### config.mk
export PLATFORM = sky130hd
export DESIGN_NAME = dither_scan_ctrl_flat
export DESIGN_NICKNAME = d
export VERILOG_FILES = /design/src/rtl/dither_pkg.sv /design/src/rtl/dither_scan_ctrl_if.sv /design/src/rtl/dither_threshold.sv /design/src/rtl/dither_scan_ctrl.sv /design/src/flat_wrapper.sv
export SDC_FILE = /design/constraint.sdc
export NUM_CORES = 1
export LEC_CHECK = 0
export ABC_AREA = 1
export ABC_CLOCK_PERIOD_IN_PS = 3140
export BUFFER_PORTS_ARGS = -buffer_cell sky130_fd_sc_hd__buf_4
export CAP_MARGIN = 20
export CORE_ASPECT_RATIO = 1.2
export CORE_UTILIZATION = 25
export DETAILED_ROUTE_END_ITERATION = 7
export HOLD_SLACK_MARGIN = 0.03
export SYNTH_ARGS = -nofsm -noshare
export SYNTH_HDL_FRONTEND = slang
export SYNTH_SLANG_ARGS = --single-unit
export TNS_END_PERCENT = 1
### constraint.sdc
create_clock -name clk -period 3.14 [get_ports clk]
set_clock_uncertainty 0.2 [all_clocks]
set_input_delay 0.157 -clock clk [delete_from_list [all_inputs] [get_ports clk]]
set_output_delay 0.157 -clock clk [all_outputs]
set_load 0.01 [all_outputs]
### src/rtl/dither_pkg.sv
// dither_pkg: shared definitions for the ordered-dither datapath.
//   BAYER8       8x8 Bayer threshold matrix, values 0..63, indexed [row y][col x]
//   state_t      frame sequencer states
//   H/V_ACTIVE_DEF default frame geometry
package dither_pkg;

   localparam int H_ACTIVE_DEF = 320;
   localparam int V_ACTIVE_DEF = 240;

   typedef enum logic [1:0] {
      IDLE,
      RUN,
      FLUSH,
      DONE
   } state_t;

   localparam logic [5:0] BAYER8 [8][8] = '{
      '{6'd0,  6'd32, 6'd8,  6'd40, 6'd2,  6'd34, 6'd10, 6'd42},
      '{6'd48, 6'd16, 6'd56, 6'd24, 6'd50, 6'd18, 6'd58, 6'd26},
      '{6'd12, 6'd44, 6'd4,  6'd36, 6'd14, 6'd46, 6'd6,  6'd38},
      '{6'd60, 6'd28, 6'd52, 6'd20, 6'd62, 6'd30, 6'd54, 6'd22},
      '{6'd3,  6'd35, 6'd11, 6'd43, 6'd1,  6'd33, 6'd9,  6'd41},
      '{6'd51, 6'd19, 6'd59, 6'd27, 6'd49, 6'd17, 6'd57, 6'd25},
      '{6'd15, 6'd47, 6'd7,  6'd39, 6'd13, 6'd45, 6'd5,  6'd37},
      '{6'd63, 6'd31, 6'd55, 6'd23, 6'd61, 6'd29, 6'd53, 6'd21}
   };

endpackage

### src/rtl/dither_scan_ctrl_if.sv
// dither_scan_ctrl_if: pixel-in and frame-buffer-write handshakes.
//   pix_valid/pix_ready/pix_data   gray pixel stream (source -> controller)
//   wr_valid/wr_ready/wr_addr/wr_data  packed 1-bpp bytes (controller -> buffer)
//   modport master: controller side; modport slave: source/frame-buffer side
interface dither_scan_ctrl_if #(
   parameter int AW = 14
);
   logic          pix_valid;
   logic          pix_ready;
   logic [7:0]    pix_data;
   logic          wr_valid;
   logic          wr_ready;
   logic [AW-1:0] wr_addr;
   logic [7:0]    wr_data;

   modport master (
      input  pix_valid, pix_data, wr_ready,
      output pix_ready, wr_valid, wr_addr, wr_data
   );

   modport slave (
      output pix_valid, pix_data, wr_ready,
      input  pix_ready, wr_valid, wr_addr, wr_data
   );
endinterface

### src/rtl/dither_threshold.sv
// dither_threshold: combinational ordered-dither decision for one pixel.
//   x, y     low 3 bits of the pixel coordinate (tile cell)
//   gray     8-bit gray value; only gray[7:2] is compared
//   pix_bit  1 when gray[7:2] exceeds the Bayer threshold of the cell
module dither_threshold
   import dither_pkg::*;
(
   input  logic [2:0] x,
   input  logic [2:0] y,
   input  logic [7:0] gray,
   output logic       pix_bit
);
   logic unused_gray_lsb;

   assign pix_bit         = (gray[7:2] > BAYER8[y][x]);
   assign unused_gray_lsb = ^gray[1:0];
endmodule

### src/rtl/dither_scan_ctrl.sv
// dither_scan_ctrl: frame sequencer for the ordered-dither path.
//   clk, rst_n   clock, asynchronous active-low reset
//   start        begin a frame (sampled in IDLE only)
//   abort        drop the current frame from any state
//   busy, done   busy in RUN/FLUSH; done pulses one cycle after the final byte
//   x, y         coordinate of the next pixel to be accepted
//   bus          pixel stream in, packed byte writes out (master side)
module dither_scan_ctrl
   import dither_pkg::*;
#(
   parameter int H_ACTIVE = H_ACTIVE_DEF,
   parameter int V_ACTIVE = V_ACTIVE_DEF,
   parameter int AW       = 14
) (
   input  logic               clk,
   input  logic               rst_n,
   input  logic               start,
   input  logic               abort,
   output logic               busy,
   output logic               done,
   output logic [8:0]         x,
   output logic [7:0]         y,
   dither_scan_ctrl_if.master bus
);
   localparam logic [8:0] X_LAST = 9'(H_ACTIVE - 1);
   localparam logic [7:0] Y_LAST = 8'(V_ACTIVE - 1);

   state_t        state;
   logic [2:0]    bitcnt;
   logic [6:0]    pack;
   logic [AW-1:0] byte_addr;
   logic          wr_valid;
   logic [AW-1:0] wr_addr;
   logic [7:0]    wr_data;
   logic          pix_bit;
   logic          pix_ready;
   logic          accept;
   logic          last_pix;
   logic          wr_fire;

   dither_threshold u_threshold (
      .x       (x[2:0]),
      .y       (y[2:0]),
      .gray    (bus.pix_data),
      .pix_bit (pix_bit)
   );

   // Only one byte is buffered: the 8th bit of a group must wait until the
   // held byte leaves, otherwise it would overwrite the output register.
   assign pix_ready = (state == RUN) && !(bitcnt == 3'd7 && wr_valid && !bus.wr_ready);
   assign accept    = bus.pix_valid && pix_ready;
   assign last_pix  = (x == X_LAST) && (y == Y_LAST);
   assign wr_fire   = wr_valid && bus.wr_ready;

   assign bus.pix_ready = pix_ready;
   assign bus.wr_valid  = wr_valid;
   assign bus.wr_addr   = wr_addr;
   assign bus.wr_data   = wr_data;

   always_ff @(posedge clk or negedge rst_n) begin
      if (!rst_n) begin
         state     <= IDLE;
         busy      <= 1'b0;
         done      <= 1'b0;
         x         <= '0;
         y         <= '0;
         bitcnt    <= '0;
         pack      <= '0;
         byte_addr <= '0;
         wr_valid  <= 1'b0;
         wr_addr   <= '0;
         wr_data   <= '0;
      end else begin
         done <= 1'b0;
         if (abort) begin
            state    <= IDLE;
            busy     <= 1'b0;
            wr_valid <= 1'b0;
         end else begin
            case (state)
               IDLE: begin
                  if (start) begin
                     state     <= RUN;
                     busy      <= 1'b1;
                     x         <= '0;
                     y         <= '0;
                     bitcnt    <= '0;
                     byte_addr <= '0;
                  end
               end
               RUN: begin
                  if (wr_fire)
                     wr_valid <= 1'b0;
                  if (accept) begin
                     pack   <= {pack[5:0], pix_bit};
                     bitcnt <= bitcnt + 3'd1;
                     // Raster order makes the running byte count equal to
                     // y*H_ACTIVE/8 + x/8 of the group's first pixel.
                     if (bitcnt == 3'd7) begin
                        wr_valid  <= 1'b1;
                        wr_data   <= {pack, pix_bit};
                        wr_addr   <= byte_addr;
                        byte_addr <= byte_addr + AW'(1);
                     end
                     if (last_pix) begin
                        state <= FLUSH;
                     end else if (x == X_LAST) begin
                        x <= '0;
                        y <= y + 8'd1;
                     end else begin
                        x <= x + 9'd1;
                     end
                  end
               end
               FLUSH: begin
                  if (wr_fire) begin
                     wr_valid <= 1'b0;
                     state    <= DONE;
                     busy     <= 1'b0;
                     done     <= 1'b1;
                  end
               end
               DONE: begin
                  state <= IDLE;
               end
               default: begin
                  state <= IDLE;
                  busy  <= 1'b0;
               end
            endcase
         end
      end
   end
endmodule

### src/flat_wrapper.sv
// flat-port wrapper written by rule: the top's interface ports become plain ports
module dither_scan_ctrl_flat import dither_pkg::*;
#(
   parameter int H_ACTIVE = H_ACTIVE_DEF,
   parameter int V_ACTIVE = V_ACTIVE_DEF,
   parameter int AW       = 14
)
  (clk, rst_n, start, abort, busy, done, x, y, bus_pix_valid, bus_pix_data, bus_wr_ready, bus_pix_ready, bus_wr_valid, bus_wr_addr, bus_wr_data);
  dither_scan_ctrl_if #(.AW(AW)) bus_i ();
  input  logic clk;
  input  logic rst_n;
  input  logic start;
  input  logic abort;
  output logic busy;
  output logic done;
  output logic [8:0] x;
  output logic [7:0] y;
  input wire logic [$bits(bus_i.pix_valid)-1:0] bus_pix_valid;
  input wire logic [$bits(bus_i.pix_data)-1:0] bus_pix_data;
  input wire logic [$bits(bus_i.wr_ready)-1:0] bus_wr_ready;
  output wire logic [$bits(bus_i.pix_ready)-1:0] bus_pix_ready;
  output wire logic [$bits(bus_i.wr_valid)-1:0] bus_wr_valid;
  output wire logic [$bits(bus_i.wr_addr)-1:0] bus_wr_addr;
  output wire logic [$bits(bus_i.wr_data)-1:0] bus_wr_data;
  assign bus_i.pix_valid = bus_pix_valid;
  assign bus_i.pix_data = bus_pix_data;
  assign bus_i.wr_ready = bus_wr_ready;
  assign bus_pix_ready = bus_i.pix_ready;
  assign bus_wr_valid = bus_i.wr_valid;
  assign bus_wr_addr = bus_i.wr_addr;
  assign bus_wr_data = bus_i.wr_data;
  dither_scan_ctrl #(.H_ACTIVE(H_ACTIVE), .V_ACTIVE(V_ACTIVE), .AW(AW)) u_core (.clk(clk), .rst_n(rst_n), .start(start), .abort(abort), .busy(busy), .done(done), .x(x), .y(y), .bus(bus_i));
endmodule
# Yosys cells after proc, flatten, opt, wreduce, memory -nomap -nowiden
# Memory sizes are Yosys's and may differ from the RTL's.
# Cells that the tools add are included.
# Widths: inputs -> output; s select.
[totals] regBits=68 out_inout_bits=43 mem_bits_ro=384 memories=1 elab_cells=97
[memory_table] memory="(no name shown)" depth=8 width=48 rd=1 rd_clocked_by_memory_dff=0 write_ports=0 line="dither_threshold.sv:15" source="assign pix_bit = (gray[7:2] > BAYER8[y][x]);"
[op_classes] eq_ne=15 magnitude_cmp=3 n_reduce_logical=20 bitwise_logic=3 add_sub_neg=4 n_mux=40
[ops] cell="$mux 48" n=2
[ops] cell="$mux 14" n=3
[ops] cell="$mux 9" n=4
[ops] cell="$mux 8" n=4
[ops] cell="$pmux 14 s2" n=1
[ops] cell="$bmux 6 s3" n=1
[ops] cell="$pmux 9 s2" n=1
[ops] cell="$pmux 8 s2" n=1
[ops] cell="$add 14x1->14 const B" n=1
[ops] cell="$mux 6" n=2
[ops] cell="$reduce_and 4->1" n=3
[ops] cell="$mux 1" n=10
[ops] cell="$mux 2" n=5
[ops] cell="$reduce_and 5->1" n=2
[ops] cell="$add 9x1->9 const B" n=1
[ops] cell="$eq 9x9->1 const B" n=1
[ops] cell="$ne 3x2->1 const B" n=3
[ops] cell="$add 8x1->8 const B" n=1
[ops] cell="$eq 8x8->1 const B" n=1
[ops] cell="$ge 4x4->1 const B" n=2
[ops] cell="$ne 2x2->1 const B" n=4
[ops] cell="$not 3->4" n=2
[ops] cell="$pmux 2 s4" n=1
[ops] cell="$gt 6x6->1" n=1
[ops] cell="17 further kinds" n=28

# Longest topological paths before layout
# Gate-level depths: netlist of run 1.
[logic_depth] depth_word=9 depth_mapped=12

# Cells and area by module
# Synthesis of run 1 repeated with hierarchy kept, for this count alone.
[hier_totals] hier_cells=482 hier_area_um2=3769.9
[by_module_without_submodules] module="dither_scan_ctrl" seq_area_each_um2=1701.6 area_per_inst_um2=3577.2 n_inst=1 cells_each=450
[by_module_without_submodules] module="dither_threshold" seq_area_each_um2=0.0 area_per_inst_um2=192.7 n_inst=1 cells_each=32

# Least setup slack after synthesis of run 1
# Ideal clock, no wire load.
[synth_path] path_kind="reg2reg" start="register u_core.bitcnt[0]" end="register u_core.y[0]" setup_slack_ns=1.241 t_arrival_ns=1.582 setup_ns=0.118 path_stages_with_launch=11 synth_period_minus_slack_ns=1.899 n_path_buf=0 cell_sequence="dfrtp_1 > ha_1 > ha_1 > nand3_1 > nand3_2 > o21ai_0 > nand2_1 > inv_2 > nand2_4 > nand2_1 > nand2_1"
[synth_via] elab_chain_len=8
[synth_rtl] element="start: declaration" line="dither_scan_ctrl.sv:29" source="logic [2:0] bitcnt;"
[synth_rtl] element="start signal: assignment" line="dither_scan_ctrl.sv:96" source="bitcnt <= bitcnt + 3'd1;"
[synth_rtl] element="$eq 3x3->1" line="dither_scan_ctrl.sv:50" source="assign pix_ready = (state == RUN) && !(bitcnt == 3'd7 && wr_valid && !bus.wr_ready);"
[synth_rtl] element="$logic_and 1x1->1 (2 in series)" line="dither_scan_ctrl.sv:50"
[synth_rtl] element="$logic_not 1->1" line="dither_scan_ctrl.sv:50"
[synth_rtl] element="$logic_and 1x1->1" line="dither_scan_ctrl.sv:50"
[synth_rtl] element="$logic_and 1x1->1" line="dither_scan_ctrl.sv:51" source="assign accept = bus.pix_valid && pix_ready;"
[synth_rtl] element="$ne 2x1->1 (no line)"
[synth_rtl] element="$reduce_and 6->1 (no line)"
[synth_rtl] element="end signal: assignment" line="dither_scan_ctrl.sv:109" source="y <= y + 8'd1;"
[synth_rtl] element="end: declaration" line="dither_scan_ctrl.sv:22" source="output logic [7:0] y,"
# Every way passes these cells.
# A chain may end at the register's enable or synchronous reset.

# Final worst setup path of run 1
[layout_path] start="register u_core.state[1]" end="register u_core.wr_data[4], in the netlist u_core.bus.wr_data[4]"
[layout_via] elab_chain_len=4
[layout_rtl] element="start: declaration" line="dither_scan_ctrl.sv:28" source="state_t state;"
[layout_rtl] element="start signal: assignment" line="dither_scan_ctrl.sv:62" source="state <= IDLE;"
[layout_rtl] element="start signal: assignment" line="dither_scan_ctrl.sv:76" source="state <= IDLE;"
[layout_rtl] element="start signal: assignment" line="dither_scan_ctrl.sv:83" source="state <= RUN;"
[layout_rtl] element="$eq 2x1->1 *" line="dither_scan_ctrl.sv:50, dither_scan_ctrl.sv:80"
[layout_rtl] element="$logic_and 1x1->1" line="dither_scan_ctrl.sv:50"
[layout_rtl] element="$logic_and 1x1->1" line="dither_scan_ctrl.sv:51"
[layout_rtl] element="$reduce_and 4->1 (no line) *"
[layout_rtl] element="end signal: assignment" line="dither_scan_ctrl.sv:101" source="wr_data <= {pack, pix_bit};"
[layout_rtl] element="end: declaration" line="dither_scan_ctrl.sv:34" source="logic [7:0] wr_data;"
# Every way passes the cells marked *; elsewhere a longest branch is shown, timed or not.

==> results of run 1 <==
## layer usage
layer  vias to the layer above  GRT usage, %  share of wire [%]
met3                         9          3.85                3.6
met1                      1528          13.7                 44
li1                       1634             -                  -
met4                         0          4.31                1.7
met5                         -             0                  0
met2                        60          21.7                 51
## flip-flops by register name, indices dropped and copies added, names as in the netlist
register	cells
u_core.state	2
u_core.done	1
u_core.y	8
u_core.pack	7
u_core.bus.wr_valid	1
u_core.byte_addr	14
u_core.bus.wr_addr	14
u_core.busy	1
u_core.bitcnt	3
u_core.x	9
u_core.bus.wr_data	8
## power by group through the flow
stage          combinational (mW)  clock [mW]  sequential, mW
4_1_cts                     0.756        1.06            1.08
6_report                    0.743        1.03            1.08
5_1_grt                     0.851        1.10            1.09
3_3_place_gp                0.718           0            1.09
3_5_place_dp                0.748           0            1.09
2_1_floorplan               0.530           0            1.07
## critical path: stages, from the launching register on
cell and delay [ns]:
dfrtp_1 0.39, inv_1 0.10, ha_1 0.43, nand3_2 0.20, nor2_4 0.30, nand2_2 0.45
nand2_1 0.18, o21ai_0 0.09
## how the worst max path moves through the flow
| stage | startpoint | end | slack (ns) | cells after the start |
|---|---|---|---|---|
| floorplan | u_core.bitcnt[0] | u_core.y[0] | 1.24 | 10 |
| global placement | u_core.state[1] | u_core.bus.wr_addr[7] | 0.65 | 7 |
| detailed placement | u_core.state[1] | u_core.bus.wr_addr[7] | 0.60 | 6 |
| CTS | u_core.state[1] | u_core.bus.wr_addr[7] | 0.57 | 6 |
| global route | u_core.state[1] | u_core.bus.wr_addr[7] | 0.34 | 6 |
| finish | u_core.state[1] | u_core.bus.wr_data[4] | 0.63 | 7 |
## area by class of cell
class,count,share of cell area [%]
repair buffers,60,9.91
clock inverters,6,1.37
well taps,200,5.39
clock buffers,10,5.14
multi-input cells,337,37.1
flip-flops and latches,68,36.6
inverters,55,4.50
## cell usage in the layout, fill, tap and decap left out, drive strengths merged
cell and n:
nor3b 4, a21oi 5, bufinv 1, nor3 4, a22oi 1, o21ai 58
clkinv 3, xor2 4, nor2 38, clkbuf 10, nand3b 2, dlygate4sd3 4
nand2 146, a31oi 1, o211ai 1, buf 56, nand4 7, o21bai 1
dfrtp 68, clkinvlp 2, xnor2 6, inv 55, ha 15, nand3 44
## kinds of logic (layout without fill, tap and decap cells)
group / after synthesis / after routing / synth area share [%]
simple gates: 245 / 245 / 28.5
buf+inv: 69 / 131 / 7.78
flops: 68 / 68 / 45.8
compound gates: 67 / 67 / 10.5
fa+ha+maj: 15 / 15 / 5.05
xor+xnor: 10 / 10 / 2.36
## repair_timing
| item | CTS | global route |
|---|---|---|
| resized for setup | 0 | 0 |
| hold endpoints to repair | 78 | 0 |
| hold buffers | 4 | 0 |
==> summary.md, run 1 <==
| Metric | Value |
|---|---|
| All-layer global routing usage | `12.2%` |
| Fraction of the cycle the final worst path needs | `79.8%` |
| CTS Buf Count | `9` |
| Post-synth ARST share | `100%` |
| Die height | `136 microns` |
| Final instance area | `4650 sq um` |
| FMAX | `399 MHz` |
| Register area share after synthesis | `45.8%` |
| WHS | `0.107 ns` |
| Critical R2R Launch | `u_core.state[1]` |
| Gate Count Post-Synth | `474` |
| Setup crit start kind | `flip-flop` |
| Number of setup violations in the final report | `0` |
| Worst-path maximum fanout | `42` |
| Number of synthesized flops with an enable pin | `0` |
| Hold depth | `5` |
| Footprint of the multi-input gates | `1720 sq um` |
| Initial antenna violation count | `0` |
| Slew margin rel. | `41.0%` |
| Max Cap Viol | `0` |
| WP data arrival | `2.49 ns` |
| Total power | `2.85 mW` |
| CTS Sinks | `68` |
| Post-synth top area share | `45.8%` |
| Register Area | `1700 sq um` |
| Row Count | `48` |
| Iter 0 DRT Violations | `137` |
| Number of H-tree levels | `3` |
| Fin util | `32.1%` |
| RSZ-0062 raised after global routing | `false` |
| Die area | `15,300 sq um` |
| Port-buffer cells | `54` |
| Hold Crit Class | `in -> reg` |
| Pwr Density | `613 nW/um^2` |
| Dpl cell area | `4300 sq um` |
| Syn. warnings | `0` |
| WHS Endpoint | `u_core.bus.wr_data[1]` |
| Setup WS pre-CTS | `0.596 ns` |
| Internal Power | `1.87 mW` |
| Pins Over Slew Limit | `0` |
| Status | `completed` |
| GP Congestion | `0.813` |
| Routed Antenna Nets | `0` |
| Final-report hold violation count | `0` |
| Syn Std Cell Area | `3710 sq um` |
| Vias in the first global route | `3,111` |
| Routed wire per std cell | `11.9 microns` |
| # diodes | `0` |
| Root buffer cell | `clkbuf_16` |
| Gate power share | `26.1%` |
| CP Capture Type | `flip-flop` |
| Die Wd | `113 microns` |
| First-pass GRT wire length | `14,700 microns` |
| Post-DP HPWL | `6290 microns` |
| IO Count | `57` |
| Starting Density | `25.7%` |
| Switching share of power | `34.5%` |
| Longest Clk Path Bufs | `2` |
| Finished Layout Cells | `736` |
| Worst R2R Setup Slack | `0.63 ns` |
| Largest net degree at the start of global routing | `69` |
| Worst EP required | `3.13 ns` |
| Via density | `4.39` |
| Clock power frac | `36.1%` |
| Setup CP Type | `reg -> reg` |
| P_sw | `0.983 mW` |
| Worst-Skew Late Latency | `0.34 ns` |
| Drt drc | `0` |
| Setup bufs post-CTS | `0` |
| Count of cell types in the netlist | `33` |
| Final min period | `2.51 ns` |
| Maximum vdd ir drop | `276 uV` |
| Reg power frac | `37.9%` |
| Most frequent cell after synthesis | `nand2_1` |
| Fillers | `1,525` |
| Setup TNS | `0 ns` |
| Area Overhead vs Synth | `25.1%` |
| Final nets | `560` |
| Synth area leader | `dfrtp_1` |
| Hold wc startpoint | `bus_pix_valid` |
| Placed cells | `716` |
| Final WL | `8730 microns` |
| Post-synthesis area per instance | `7.83 sq um` |
| R2R cell count | `7` |
| Fin worst setup slack | `0.635 ns` |
| Top_reg_cell synth | `dfrtp_1` |
| Post-synth top cells | `nand2_1, dfrtp_1, inv_1, o21ai_0, nand3_1` |
| Core Area | `14,500 sq um` |
| R2R Path End | `u_core.bus.wr_data[4]` |
| CTS tree | `yes` |
| Leakage | `2.20 nW` |
| Grt ovf | `0` |
| Most area-consuming cells after synthesis | `dfrtp_1, nand2_1, o21ai_0` |
| Drt first pass iters | `4` |
| Seq cells post-synth | `68` |
| Worst Max-Slew Pin Slew | `0.885 ns` |
| DR vias | `3,231` |
| Synthesized Nets | `503` |
| Register clock-pin slew on the reported worst setup and hold paths | `0.06 ns` |
| Layout cells sized above 1 | `17.2%` |
Note: power is estimated with default switching activity, not from simulation.
==> run 2, diff against run 1 <==
Settings changed: ABC_AREA 1 to 0, ABC_CLOCK_PERIOD_IN_PS 3140 to 2250.
Clock period 3.14 ns to 2.25 ns, I/O delays scaled along.
==> run 2 against run 1 <==
Compared with the run above:
- the flow now finishes with violations (design-rule violations)
- non-clock buffer count increased by 30
- global-route usage is 0.29 points higher
- worst hold slack better by 0.12 ns
- critical path depth did not move
- cell count shrank 18%
- largest cell class unchanged
==> summary.md, run 2 <==
| Metric | Value |
|---|---|
| Port-buffer cells | `54 (unchanged)` |
| Status | `complete, but fails checks (was completed)` |
| Maximum vdd ir drop | `498 uV (was 276 uV)` |
| Post-synth top cells | `dfrtp_1, nand2_1, mux2_2, nand3_1, o21ai_0 (was nand2_1, dfrtp_1, inv_1, o21ai_0, nand3_1)` |
| P_sw | `1.40 mW (was 0.983 mW)` |
| CP Capture Type | `flip-flop (unchanged)` |
| Layout cells sized above 1 | `35.6% (was 17.2%)` |
| Post-synth ARST share | `100% (unchanged)` |
| Iter 0 DRT Violations | `101 (was 137)` |
| CTS Sinks | `68 (unchanged)` |
| Number of setup violations in the final report | `0 (unchanged)` |
| Row Count | `47 (was 48)` |
| DR vias | `2,966 (was 3,231)` |
| Reg power frac | `35.1% (was 37.9%)` |
| Final min period | `2.18 ns (was 2.51 ns)` |
| Worst path max stage delay | `0.42 ns (was 0.45 ns)` |
| Worst Max-Slew Pin Slew | `0.865 ns (was 0.885 ns)` |
| Initial antenna violation count | `0 (unchanged)` |
| CTS tree | `yes (unchanged)` |
| Setup crit start kind | `flip-flop (unchanged)` |
| GP Congestion | `0.820 (was 0.813)` |
| CTS Buf Count | `9 (unchanged)` |
| Final nets | `454 (was 560)` |
| Number of synthesized flops with an enable pin | `0 (unchanged)` |
| Final WL | `8630 microns (was 8730 microns)` |
| Root buffer cell | `clkbuf_16 (unchanged)` |
| Drt drc | `10 (was 0)` |
| Post-synth top area share | `47.6% (was 45.8%)` |
| Seq cells post-synth | `68 (unchanged)` |
| Pwr Density | `880 nW/um^2 (was 613 nW/um^2)` |
| Setup CP Type | `reg -> reg (unchanged)` |
| Total power | `4.21 mW (was 2.85 mW)` |
| Slowest cell on the critical path | `dfrtp_1 (was nand2_2)` |
| Longest Clk Path Bufs | `2 (unchanged)` |
| Synthesized Nets | `364 (was 503)` |
| WHS | `0.230 ns (was 0.107 ns)` |
| Top_reg_cell synth | `dfrtp_1 (unchanged)` |
| Internal Power | `2.81 mW (was 1.87 mW)` |
| Register clock-pin slew on the reported worst setup and hold paths | `0.06 ns (about the same)` |
| Footprint of the multi-input gates | `1810 sq um (was 1720 sq um)` |
| IO Count | `57 (unchanged)` |
| Pins Over Slew Limit | `0 (unchanged)` |
| Die area | `14,800 sq um (was 15,300 sq um)` |
| Buf/Inv on CP | `2 (was 1)` |
| Post-synthesis area per instance | `10.7 sq um (was 7.83 sq um)` |
| Largest delay share family, worst path | `simple AND/OR/NAND/NOR gates (unchanged)` |
| Vias in the first global route | `2,916 (was 3,111)` |
| Most frequent cells in the layout | `buf_4, dfrtp_1, nand2_1 (was nand2_1, dfrtp_1, buf_4)` |
| Switching share of power | `33.2% (was 34.5%)` |
| Count of cell types in the netlist | `57 (was 33)` |
| Register Area | `1700 sq um (unchanged)` |
| Die Wd | `111 microns (was 113 microns)` |
| Dpl cell area | `4360 sq um (was 4300 sq um)` |
| Most common cell after layout, fill and taps aside | `buf_4 (was nand2_1)` |
| Largest net degree at the start of global routing | `69 (unchanged)` |
| Area Overhead vs Synth | `33.8% (was 25.1%)` |
| Drt first pass iters | `6 (was 4)` |
| FMAX | `459 MHz (was 399 MHz)` |
| Synth area leader | `dfrtp_1 (unchanged)` |
| Slew margin rel. | `42.4% (was 41.0%)` |
| Fraction of the cycle the final worst path needs | `96.9% (was 79.8%)` |
| # diodes | `0 (unchanged)` |
| Hold Crit Class | `in -> reg (unchanged)` |
| Routed wire per std cell | `14.4 microns (was 11.9 microns)` |
| Via density | `4.94 (was 4.39)` |
| Worst-Skew Late Latency | `0.34 ns (about the same)` |
| Register area share after synthesis | `47.6% (was 45.8%)` |
| Most frequent cell after synthesis | `dfrtp_1 (was nand2_1)` |
| Worst-path maximum fanout | `5 (was 42)` |
| WP data arrival | `2.25 ns (was 2.49 ns)` |
| Grt ovf | `0 (unchanged)` |
| Crit-path cells | `ha_1 > inv_1 > nor4_1 > buf_4 > nand4_1 > or3_1 > nand3_1 (was inv_1 > ha_1 > nand3_2 > nor2_4 > nand2_2 > nand2_1 > o21ai_0)` |
| Most area-consuming cells after synthesis | `dfrtp_1, mux2_2, ha_1 (was dfrtp_1, nand2_1, o21ai_0)` |
| Fillers | `1,418 (was 1,525)` |
| Post-DP HPWL | `6200 microns (was 6290 microns)` |
| All-layer global routing usage | `12.5% (was 12.2%)` |
| Top flop regs | `u_core.bus.wr_addr (14), u_core.byte_addr (14), u_core.x (9) (unchanged)` |
| Worst EP required | `2.32 ns (was 3.13 ns)` |
| Gate Count Post-Synth | `335 (was 474)` |
| Starting Density | `25.8% (was 25.7%)` |
| Die height | `133 microns (was 136 microns)` |
| Setup TNS | `0 ns (unchanged)` |
| Routed Antenna Nets | `0 (unchanged)` |
| Core Area | `13,900 sq um (was 14,500 sq um)` |
| Syn Std Cell Area | `3570 sq um (was 3710 sq um)` |
| Failing checks | `design-rule violations` |
| Gate power share | `30.3% (was 26.1%)` |
| Clock power frac | `34.6% (was 36.1%)` |
| Max Cap Viol | `0 (unchanged)` |
| Leakage | `2.26 nW (was 2.20 nW)` |
| Final instance area | `4780 sq um (was 4650 sq um)` |
| First-pass GRT wire length | `14,500 microns (was 14,700 microns)` |
| Number of H-tree levels | `3 (unchanged)` |
| Syn. warnings | `0 (unchanged)` |
| Final-report hold violation count | `0 (unchanged)` |
[run 2: worst paths after layout]
kind,from,to,cells past startpoint,slack (ns)
setup / recovery,u_core.byte_addr[0],u_core.byte_addr[12],7,0.07
max in group asynchronous,rst_n,u_core.y[1],2,1.04
hold reg to reg,u_core.bitcnt[1],u_core.bitcnt[1],2,0.28
hold / removal,start,u_core.busy,5,0.23
min in group asynchronous,rst_n,u_core.bus.wr_data[7],2,0.24
setup reg to reg,u_core.byte_addr[0],u_core.byte_addr[12],7,0.07
[run 2: area by class of cell]
cell class                 instances  area share, %
inverter                          12          0.941
multi-input combinational        244           37.9
sequential                        68           35.6
tap                              171           4.47
timing repair buffer              90           14.7
clock inverter                     7           1.75
clock buffer                       9           4.71
[run 2: metal layers]
metal	share of wire [%]	GRT usage, %	wire [microns]
met5	0	0	0
met4	2.2	5.86	190
met3	4.1	2.89	356
met2	49	21.1	4270
met1	44	15.0	3810
[run 2: cell families after synthesis]
kind of cell | synth area share [%]
compound gates | 13.6
fa+ha+maj | 5.25
simple gates | 18.7
buf+inv | 3.08
xor+xnor | 1.23
flops | 47.6
mux | 10.5
[run 2: worst reg2reg max path: stages, from the launching register on]
cell,delay (ns)
dfrtp_1,0.42
ha_1,0.24
inv_1,0.11
nor4_1,0.39
buf_4,0.19
nand4_1,0.11
or3_1,0.37
nand3_1,0.09
[run 2: repair_timing]
action / 4_1_cts / 5_1_grt
hold buffers: 4 / 0
setup endpoints to repair: 0 / 22
setup buffers: 0 / 3
resized for setup: 0 / 15
endpoints found under the hold margin: 73 / 0
[run 2: power by group through the flow]
stage          sequential [mW]  combinational, mW  clock (mW)
6_report                  1.48               1.28        1.46
4_1_cts                   1.48               1.21        1.50
5_1_grt                   1.50               1.43        1.55
3_5_place_dp              1.50               1.20           0
2_1_floorplan             1.51              0.693           0
3_3_place_gp              1.49               1.17           0
[run 2: stage by stage]
stage	instances	setup slack (ns)	util, %
CTS	598	0.000837	33.9
floorplan	335	0.0333	-
global route	601	-0.0503	34.5
detailed placement	578	0.00912	31.4
finish	601	0.0694	34.5
global placement	578	0.0703	31.4
